File: config.mk
export PLATFORM = sky130hd
export DESIGN_NAME = uart_tx
export DESIGN_NICKNAME = d
export VERILOG_FILES = /design/src/rtl/uart_tx.sv
export SDC_FILE = /design/constraint.sdc
export NUM_CORES = 1
export LEC_CHECK = 0
export ABC_AREA = 1
export CAP_MARGIN = 20
export CELL_PAD_IN_SITES_DETAIL_PLACEMENT = 2
export CELL_PAD_IN_SITES_GLOBAL_PLACEMENT = 2
export CORE_MARGIN = 3
export CORE_UTILIZATION = 35
export CTS_CLUSTER_SIZE = 40
export DETAILED_ROUTE_END_ITERATION = 6
export PLACE_DENSITY = 0.92
export SETUP_SLACK_MARGIN = 0.4
export SLEW_MARGIN = 25
export SYNTH_ARGS = -nofsm -noshare
export SYNTH_HDL_FRONTEND = slang
export SYNTH_SLANG_ARGS = --single-unit
File: constraint.sdc
create_clock -name tck -period 4.3 [get_ports tck]
set_clock_uncertainty 0.1 [all_clocks]
set_input_delay 0.645 -clock tck [delete_from_list [all_inputs] [get_ports tck]]
set_output_delay 0.645 -clock tck [all_outputs]
set_load 0.1 [all_outputs]
File: src/rtl/uart_tx.sv
// rtl/uart_tx.sv - UART transmitter with RTS/CTS handshake, optional parity and 1/2 stop bits.
module uart_tx #(
  parameter int DIV_W = 16
) (
  input  logic             tck,
  input  logic             rst_n,
  input  logic [7:0]       data_i,
  input  logic             data_valid_i,
  output logic             data_ready_o,
  input  logic [DIV_W-1:0] baud_div_i,
  input  logic             parity_en_i,
  input  logic             parity_odd_i,
  input  logic             stop2_i,
  output logic             tx_rts_n_o,
  input  logic             tx_cts_n_i,
  input  logic             tx_enable_i,
  output logic             tx_o,
  output logic             busy_o
);

  typedef enum logic [2:0] {IDLE, REQ, START, DATA, PARITY, STOP} state_t;

  state_t           state, next_state;
  logic [DIV_W-1:0] cnt;
  logic [DIV_W-1:0] div_q;
  logic [7:0]       shreg;
  logic [2:0]       idx;
  logic             stop_cnt;
  logic             par_en_q;
  logic             par_bit_q;
  logic             stop2_q;
  logic             bit_done;

  assign bit_done = (cnt == div_q);

  always_comb begin
    next_state = state;
    case (state)
      IDLE:    if (data_valid_i) next_state = REQ;
      REQ:     if (!tx_cts_n_i && tx_enable_i) next_state = START;
      START:   if (bit_done) next_state = DATA;
      DATA:    if (bit_done && idx == 3'd7) next_state = par_en_q ? PARITY : STOP;
      PARITY:  if (bit_done) next_state = STOP;
      STOP:    if (bit_done && stop_cnt == stop2_q) next_state = IDLE;
      default: next_state = IDLE;
    endcase
  end

  always_comb begin
    data_ready_o = (state == IDLE);
    tx_rts_n_o   = (state == IDLE);
    busy_o       = (state != IDLE);
    tx_o         = 1'b1;
    case (state)
      START:   tx_o = 1'b0;
      DATA:    tx_o = shreg[0];
      PARITY:  tx_o = par_bit_q;
      default: tx_o = 1'b1;
    endcase
  end

  always_ff @(posedge tck or negedge rst_n) begin
    if (!rst_n) begin
      state     <= IDLE;
      cnt       <= '0;
      div_q     <= '0;
      shreg     <= '0;
      idx       <= '0;
      stop_cnt  <= 1'b0;
      par_en_q  <= 1'b0;
      par_bit_q <= 1'b0;
      stop2_q   <= 1'b0;
    end else begin
      state <= next_state;

      // Frame configuration is frozen at accept so later input changes cannot disturb it.
      if (state == IDLE && data_valid_i) begin
        shreg     <= data_i;
        div_q     <= baud_div_i;
        par_en_q  <= parity_en_i;
        par_bit_q <= (^data_i) ^ parity_odd_i;
        stop2_q   <= stop2_i;
      end

      if (next_state != state || bit_done) cnt <= '0;
      else                                 cnt <= cnt + DIV_W'(1);

      if (next_state == START) begin
        idx <= 3'd0;
      end else if (state == DATA && bit_done) begin
        idx   <= idx + 3'd1;
        shreg <= {1'b0, shreg[7:1]};
      end

      if (state != STOP)  stop_cnt <= 1'b0;
      else if (bit_done)  stop_cnt <= ~stop_cnt;
    end
  end

endmodule

# --- Word level (Yosys, flattened, before mapping) ---
# Index checks and enable logic that the tools add are counted.
totals:
  out_inout_bits: 4
  inputBits: 32
  regBits: 50
  elab_cells: 53
classes:
  n_reduce_logical: 12
  n_mux: 17
  addsub: 2
  n_bitwise: 2
  n_eq_ne: 11
op_table:
  columns: ["op", "n"]
  rows:
  - ["3-bit two-way mux", 8]
  - ["8-bit two-way mux", 3]
  - ["3-bit case mux with 6 select lines", 1]
  - ["16-bit by 1-bit adder with 16-bit output, second input constant", 1]
  - ["16-bit equality test", 1]
  - ["16-bit two-way mux", 1]
  - ["3-bit by 2-bit equality test with 1-bit output, second input constant", 3]
  - ["3-bit equality test, second input constant", 3]
  - ["8-bit parity", 1]
  - ["1-bit logical AND", 5]
  - ["2-bit nonzero test", 2]
  - ["3-bit by 1-bit adder with 3-bit output, second input constant", 1]
  - ["3-bit by 1-bit equality test with 1-bit output, second input constant", 1]
  - ["3-bit zero test", 1]
  - ["1-bit two-way mux", 3]
  - ["3-bit != test", 1]
  - ["3-bit != test, second input constant", 1]
  - ["1-bit case mux with 3 select lines", 1]
  - ["3-bit nonzero test", 1]
  - ["1-bit equality test", 1]
  - ["1-bit zero test", 1]
  - ["1-bit logical OR", 1]
  - ["1-bit inverter", 1]
  - ["1-bit XOR", 1]

# --- Logic depth before layout (Yosys ltp) ---
depth:
  ltp_word: 7
  ltp_mapped: 14
  depth_no_buf: 14

# --- Worst setup path before layout ---
# No wires, ideal clock.
synth_path:
  path_kind: "register -> output"
  start: "reg state[0]"
  end: "out tx_rts_n_o"
  slack_ns: 1.133
  t_required_ns: 3.555
  t_arrival_ns: 2.422
  path_stages_with_launch: 5
  path_buffers: 1
  cell_sequence: "dfrtp_1 > nor2_1 > nand2_1 > inv_1 > buf_4"
synth_via:
  elab_chain_len: 1
synth_rtl:
  columns: ["element", "line_no", "text"]
  rows:
  - ["from (decl)", "23", "state_t state, next_state;"]
  - ["from (signal assigned)", "74", "state <= next_state;"]
  - ["3-bit zero test", null, null]
  - ["to (decl)", "14", "output logic tx_rts_n_o,"]
# Every way passes these cells.

# --- Final worst setup path ---
layout_path:
  start: "reg state[0]"
  end: "out tx_o"
layout_via:
  elab_chain_len: 2
  word_cells_on_any_way: 4
  cone_classes: "eq/ne: 3; mux: 1"
layout_rtl:
  columns: ["element", "line_no", "text"]
  rows:
  - ["3-bit equality test or 3-bit by 2-bit equality test with 1-bit output (tied branches)", "54", "case (state)"]
  - ["1-bit case mux with 3 select lines *", "54", null]
  - ["to (decl)", "17", "output logic tx_o,"]
# Every way passes the cells marked *; elsewhere a longest branch is shown, timed or not.

==> metrics.txt <==
status=complete, no violations; WL final=7740 um; Synth Net Count=385; unrepaired setup endpoints after global routing=false; most used cell along the critical path=nand2_1; Port Buf Inserts=35; DR WL met2=roughly 4200 um; largest net degree at the start of global routing=just over 50; Avg Cell Area, Syn=7.88 um^2; complex-gate fraction of the synthesized area=0.0603; number of flops mapped to enable cells by yosys=0; detailed placement HPWL=between 5000 and 6000 um; Inserted Clock Buffers=5; clock share of power=0.157; switch share=0.465; Peak VDD IR=approximately 0.22 mV; I/O Pins=36; share of cells above drive strength 1=0.119; Yosys warnings=0; critical path arrival=2.64 ns; Final Core Density=0.441; cell chain of the critical path=inv_1 -> nor3_1 -> nand2_1 -> nand2_1 -> clkdlybuf4s50_1; row cnt=31; Leakage Power=1.52 nW; sequential share of the synthesized area=0.454; Core Region=approximately 7400 um^2; Post-Synth Simple-Gate Area=0.314; drt via density=4.87; Logic pwr share=0.456; FF-to-FF path depth=6; crit end category=output pin; clock tree sinks=50; Setup TNS=0 ns; internal power consumption=0.00101 W; Psw=between 0.0008 and 0.0009 W; Worst-Margin Slew=0.972 ns; via count=roughly 2400; count of final setup violators=0; clock-pin slew on the worst setup and hold paths=~0.090 ns; CTS tree=built; CTS root buffer=clkbuf_8; Critical Path RT=approximately 3.6 ns; Die Area=8980 um^2; Synth Area in Adders=0.0136; Top FF cell, synth=dfrtp_1; Detailed Routing Iterations Pass 1=4; postcts setup bufs=0; Post-route DRC=0; gr ovfl total=0; Post-synth ARST share=1.00; GR Util All Layers=0.190; CTS HTree Levels=2; NumNets Final=420; Placement Setup Slack=between 1 and 1.5 ns; Die Span X=94.8 um; WL per Instance=16.0 um; initial antenna violation count=0; crit path max fanout=5; worst skew pair latency=0.31 ns; Bufs on Longest Clock Path=2; gpl congestion=0.818; CP Launch Point=state[0]$_DFF_PN0_; first-pass GRT wire length=13200 um; highest metal used=met4; DR iter-0 viols=54; FMAX=296 MHz; flops & latches, synth=50; slowest cell delay on critical path=about 1.1 ns; Initial Util=0.370; hold_buf cts=0; Post-Synth XOR/XNOR Area=0.0762; fin. max-slew vios=0; M1 wire length=3200 um; Crit-path slowest cell=clkdlybuf4s50_1; Hold Crit Class=input pin to asynchronous set/reset pin; Final min period=3.38 ns; synth unique cells=29; vias in the first global route=roughly 2700; area grow syn2layout=19.1%; Slew HR=0.350; Startpoint Class=flip-flop; die height=roughly 95 um; ant diodes=0; power share of the sequential group=0.386; Final WS setup=0.919 ns; PwrDens=575 nW/um^2; Met3 Wirelength=169 um; largest family of logic cells by synthesized area=simple AND/OR/NAND/NOR gates; Antenna Nets Post-Route=0; Reg-to-Reg Start=state[0]$_DFF_PN0_; final hold violations=0; Post-Syn Area=2760 um^2; post_cts resized=0; post-synthesis mux area share=0; Max-Cap Viols=0; Cells after Synth=350; fin crit share=0.786; WS Path Type=flip-flop to output pin
## Yosys cell counts, types with 2 or more instances
cell      number  share of area
nand3_1       11          0.020
nor3_1         4         0.0073
xnor2_1        8          0.025
xor2_1        16          0.051
clkbuf_1       6         0.0082
nand2_2        4         0.0091
a31oi_1        7          0.016
nand4_1        4         0.0091
nor2_1        38          0.052
nor2_4        12          0.049
o21ai_0       16          0.029
dfrtp_1       50           0.45
inv_2         14          0.019
ha_1           3          0.014
nand2_1      111           0.15
o211ai_1       2         0.0054
inv_1         32          0.044
## logic make-up (layout without fill, tap and decap cells)
family          count (synthesis)  count (layout)
flops                          50              50
fa+ha+maj                       3               3
xor+xnor                       24              24
simple gates                  189             189
buf+inv                        55              91
compound gates                 29              29
## power by group through the flow
stage,combinational (W),clock [W],sequential (W)
final,0.000862,0.000297,0.000730
after global routing,0.000969,0.000323,0.000751
after CTS,0.000881,0.000307,0.000732
after detailed placement,0.000874,0,0.000741
after global placement,0.000819,0,0.000724
after floorplan,0.000688,0,0.000701
## cells in the final DEF (no fill, tap or decap), drive strengths merged
cell type and instances:
o21ai 17, clkinvlp 1, nand2 115, nor4 1
inv 46, nand4 4, clkbuf 6, xnor2 8
o211ai 2, or2 2, ha 3, a211oi 1
nand3 13, a21oi 1, clkinv 1, xor2 16
o22ai 1, dfrtp 50, nor2 50, a31oi 7
buf 3, clkdlybuf4s50 34, nor3 4
## critical path: cells and delay by family, from the launching register on
family                 cells  cell delay [ns]
buffers and inverters      2             1.24
DFF                        1             0.43
and+or+nand+nor            3             0.65
## final timing paths
check | end | slack, ns
min | div_q[10]$_DFFE_PN0P_ | 0.35
max | tx_o | 0.92
max in group asynchronous | div_q[0]$_DFFE_PN0P_ | 3.30
min in group tck | div_q[13]$_DFFE_PN0P_ | 0.43
min reg2reg | div_q[13]$_DFFE_PN0P_ | 0.43
max reg2reg | shreg[7]$_DFF_PN0_ | 1.84
## metrics by stage
step                instance area [um^2]  instances  total power (W)  hold WS, ns
CTS                                 3290        485          0.00192        0.370
global placement                    3190        477          0.00154        0.387
detailed placement                  3190        477          0.00161        0.408
floorplan                           2760        350          0.00139        0.249
finish                              3290        485          0.00189        0.349
global route                        3290        485          0.00204        0.402
## routing by layer
metal | vias to the layer above | GRT usage
met3 | 11 | 0.0191
met2 | 32 | 0.364
met4 | 0 | 0.0613
li1 | 1141 | -
met5 | - | 0
met1 | 1179 | 0.220
## sequential cells by signal, summed over array words and instances (netlist names)
| signal | cells |
|---|---|
| state | 3 |
| div_q | 16 |
| cnt | 16 |
| par_en_q | 1 |
| idx | 3 |
| shreg | 8 |
| par_bit_q | 1 |
| stop2_q | 1 |
| stop_cnt | 1 |
## area by class of cell
cell class / instances / area, um^2
Fill cell: 864 / 4160
Multi-Input combinational cell: 245 / 1280
Sequential cell: 50 / 1250
Timing Repair Buffer: 37 / 360
Inverter: 46 / 173
Tap cell: 99 / 124
Clock buffer: 6 / 82.6
Clock inverter: 2 / 12.5
(Power assumes the default switching activity.)
